--- src/rtl/iso_shift_port.sv ---
// Serial/parallel shift port for the isolator link: MSB-first TX and RX framed by srclk edges,
// with a valid/ready view of each received word. Define ISO_SHIFT_OVERRUN_EN for the overrun flag.
module iso_shift_port #(
   parameter int unsigned NUM_BITS = 8
) (
   input  logic                sclk,
   input  logic                reset_n,
   input  logic                srclk,
   input  logic [NUM_BITS-1:0] par_in,
   output logic                ser_out,
   input  logic                ser_in,
   output logic [NUM_BITS-1:0] par_out,
   output logic                out_valid,
   input  logic                out_ready,
`ifdef ISO_SHIFT_OVERRUN_EN
   output logic [NUM_BITS-1:0] out_data,
   output logic                overrun
`else
   output logic [NUM_BITS-1:0] out_data
`endif
);

   logic                srclk_q;
   logic                latch;
   logic [NUM_BITS-1:0] tx_sr_q, tx_sr_d;
   logic [NUM_BITS-1:0] rx_sr_q, rx_sr_d;
   logic [NUM_BITS-1:0] par_q, par_d;
   logic                valid_q, valid_d;

   always_comb begin
      latch   = srclk & ~srclk_q;
      tx_sr_d = latch ? par_in : {tx_sr_q[NUM_BITS-2:0], 1'b0};
      // The bit sampled on the latch edge belongs to the word being latched.
      rx_sr_d = {rx_sr_q[NUM_BITS-2:0], ser_in};
      par_d   = latch ? rx_sr_d : par_q;
      valid_d = valid_q;
      if (latch) begin
         valid_d = 1'b1;
      end else if (valid_q && out_ready) begin
         valid_d = 1'b0;
      end
   end

   always_ff @(posedge sclk or negedge reset_n) begin
      if (!reset_n) begin
         srclk_q <= 1'b0;
         tx_sr_q <= '0;
         rx_sr_q <= '0;
         par_q   <= '0;
         valid_q <= 1'b0;
      end else begin
         srclk_q <= srclk;
         tx_sr_q <= tx_sr_d;
         rx_sr_q <= rx_sr_d;
         par_q   <= par_d;
         valid_q <= valid_d;
      end
   end

`ifdef ISO_SHIFT_OVERRUN_EN
   logic overrun_q, overrun_d;

   // Sticky: a new word replaced one nobody consumed.
   always_comb begin
      overrun_d = overrun_q | (latch & valid_q & ~out_ready);
   end

   always_ff @(posedge sclk or negedge reset_n) begin
      if (!reset_n) begin
         overrun_q <= 1'b0;
      end else begin
         overrun_q <= overrun_d;
      end
   end

   assign overrun = overrun_q;
`endif

   assign ser_out   = tx_sr_q[NUM_BITS-1];
   assign par_out   = par_q;
   assign out_data  = par_q;
   assign out_valid = valid_q;

endmodule

--- config.mk ---
export PLATFORM = sky130hd
export DESIGN_NAME = iso_shift_port
export DESIGN_NICKNAME = d
export VERILOG_FILES = /design/src/rtl/iso_shift_port.sv
export SDC_FILE = /design/constraint.sdc
export NUM_CORES = 1
export LEC_CHECK = 0
export ABC_AREA = 0
export BUFFER_PORTS_ARGS = -buffer_cell sky130_fd_sc_hd__buf_2
export CAP_MARGIN = 20
export CORE_ASPECT_RATIO = 1.4
export CORE_MARGIN = 10
export CORE_UTILIZATION = 35
export CTS_CLUSTER_DIAMETER = 120
export DETAILED_ROUTE_END_ITERATION = 6
export PLACE_DENSITY = 0.65
export SYNTH_ARGS = -nofsm -noshare
export SYNTH_HDL_FRONTEND = slang
export SYNTH_SLANG_ARGS = --single-unit
--- constraint.sdc ---
create_clock -name sclk -period 1.1 [get_ports sclk]
set_input_delay 0.22 -clock sclk [delete_from_list [all_inputs] [get_ports sclk]]
set_output_delay 0.22 -clock sclk [all_outputs]
set_load 0.05 [all_outputs]
==> impl_metrics.ini <==
[finish]
fin_area_um2 = 1227
nNetsFinal = 95
area_growth_pct = 29.25
antenna-diode-count = 0
final_cells = 117
layout-drive-gt1-share_pct = 75.31
nFillCells = 239

[cts]
clock_latency_ns = 0.31
cts_tree = done
numCtsBuffers = 3
clkSinkCount = 25
clk_pin_slew_ns = 0.13
hold_buffers = 1
cts.path.max_buffers = 2
cts_max_level = 1
ctsRootBufferMaster = clkbuf_4

[detailed_routing]
wl_per_cell_um = 13.56
antenna_left = 0
drcViolationCount = 0
first_pass_iters = 3
drt_first_iter_violations = 9
wirelength_mm = 1.587
via_count = 494
vias_per_cell = 4.222

[setup_path]
path_class = flop to flop
critical_path_arrival_ns = 1.38
path_cells = nor2b_4 > buf_12 > mux2_2
critPathMaxStageDelay_ns = 0.42
cp_num_buf_inv = 1
cp_max_fo = 17
cp_data_required_time_ns = 1.30
r2r_slack_ns = -0.08
critPathLaunchType = flop
slowest_stage = dfrtp_1
end_kind = flop
critical_path.top_delay_family = flip-flops

[timing]
tightest_slew_ns = 0.5230
setup_viol = 32
hold_viol_final = 0
fin_skew_ns = 0.009590
slew_headroom_pct = 65.13
min_period_ns = 1.183
fmax_ghz = 0.8454
post-route-period-util_pct = 107.5
rsz0062_at_grt = true
maxSlewViolCount = 0
fin_ws_ns = -0.08291
fin_hold_ws_ns = 0.02032
tns_ns = -1.299

[placement]
gp_congestion = 0.6111
place_ws_ns = -0.05891
dp_hpwl_mm = 1.169
dp.cells = 111
placed_area_um2 = 1082
io_buffer_count = 30

[floorplan]
io_pins = 31
die_area_um2 = 5226
die-width_um = 64.03
num_rows = 22
die_y_um = 81.63
start_util_pct = 36.32
core_area_um2 = 2615

[synthesis]
seq_area_frac_synth_pct = 65.88
synthTopCellsByCount = 25 x dfrtp_1, 8 x buf_4, 8 x mux2_4
synth_nets = 67
synth.largest_area_cell = dfrtp_1
syn-instance-count = 54
synth_ff_type = dfrtp_1
synth-warning-count = 0
synth.top_cell.area_share_pct = 65.88
ys_async_sr_fraction_pct = 100.0
ys_ff_latch = 25
syn_area_um2 = 949.7
synth_area_leaders = dfrtp_1 66%, mux2_4 13%, mux2_2 8.3%
yosysMostFrequentCell = dfrtp_1
ys_types = 10
synth_edf_count = 0
syn_area_per_cell_um2 = 17.59

[min_path]
hp-class = primary input to flop

[global_route]
grt_pass1_vias = 566
grt_overflow_total = 0
grt_start_max_net_pins = 26
grt_util_all_layers_pct = 6.559
grt_pass1_wl_mm = 2.704
antenna_found_initial = 0

[pwr]
power_density_nw_per_um2 = 1793
ir_worst_vdd_mv = 0.9563
p_leak_nw = 0.5877

[job]
cap_viol_max_count = 0

[run_status]
outcome = complete, but fails checks
violations = setup timing
## registers in the layout (all words and copies together), names as in the netlist
register,count
out_data,8
out_valid,1
rx_sr_q,7
srclk_q,1
tx_sr_q,8
## layer usage
layer  global-route usage, %  up-vias  part of all wire [%]
met4                   3.289        0                  0.57
met1                   6.930      248                    40
met3                   3.542        2                   8.9
met2                   10.48       21                    50
met5                       0        -                     0
li1                        -      223                     -
## worst register-to-register path: stages, from the launching register on
cell and delay, ns:
dfrtp_1 0.42, nor2b_4 0.13, buf_12 0.17, mux2_2 0.35
## repair_timing
item	CTS	global route
gates resized for setup	32	0
hold endpoints to repair	25	1
setup buffers	1	0
setup endpoints to repair	33	33
cloned	0	0
## path summary, 6_finish.rpt
kind	from	end	cells after the start
min in group asynchronous	reset_n	tx_sr_q[7]	2
hold / removal	srclk	srclk_q	1
hold reg to reg	rx_sr_q[5]	rx_sr_q[6]	0
setup reg to reg	srclk_q	out_data[0]	3
setup / recovery	srclk_q	out_data[0]	3
max in group asynchronous	reset_n	out_data[3]	2
## area by class of cell
type                    instances  area, um2  area share (%)
clock buffers                   3      22.52           1.835
multi-input cells              18      229.0           18.65
well taps                      36      45.04           3.670
repair buffers                 33      287.8           23.45
clock inverters                 1      5.005          0.4077
inverters                       1      3.754          0.3058
flip-flops and latches         25      634.4           51.68
## report_power, final
part           total, mW  leakage (nW)  internal [mW]  switching (mW)
clock              0.387        0.0177          0.136           0.252
combinational      0.729         0.278          0.285           0.444
sequential          1.09         0.292           1.02          0.0682
## kinds of logic after synthesis
kind of cell,synth area share [%]
DFF,65.88
muxes,20.95
buffers and inverters,10.01
and+or+nand+nor,2.240
AOI/OAI and AO/OA,0.9224
## cells in the final DEF, fill, tap and decap left out, drive strengths merged
| master | n |
|---|---|
| dfrtp | 25 |
| dlygate4sd3 | 1 |
| buf | 32 |
| mux2 | 15 |
| clkinv | 1 |
| nor2b | 1 |
| and2 | 1 |
| inv | 1 |
| clkbuf | 3 |
| a21o | 1 |
## metrics by stage
stage / total power [mW] / util (%)
detailed placement: 1.709 / 41.39
floorplan: 1.610 / -
CTS: 2.232 / 46.94
global placement: 1.697 / 41.39
global route: 2.314 / 46.94
finish: 2.201 / 46.94
Power figures use the tool's default switching activity.
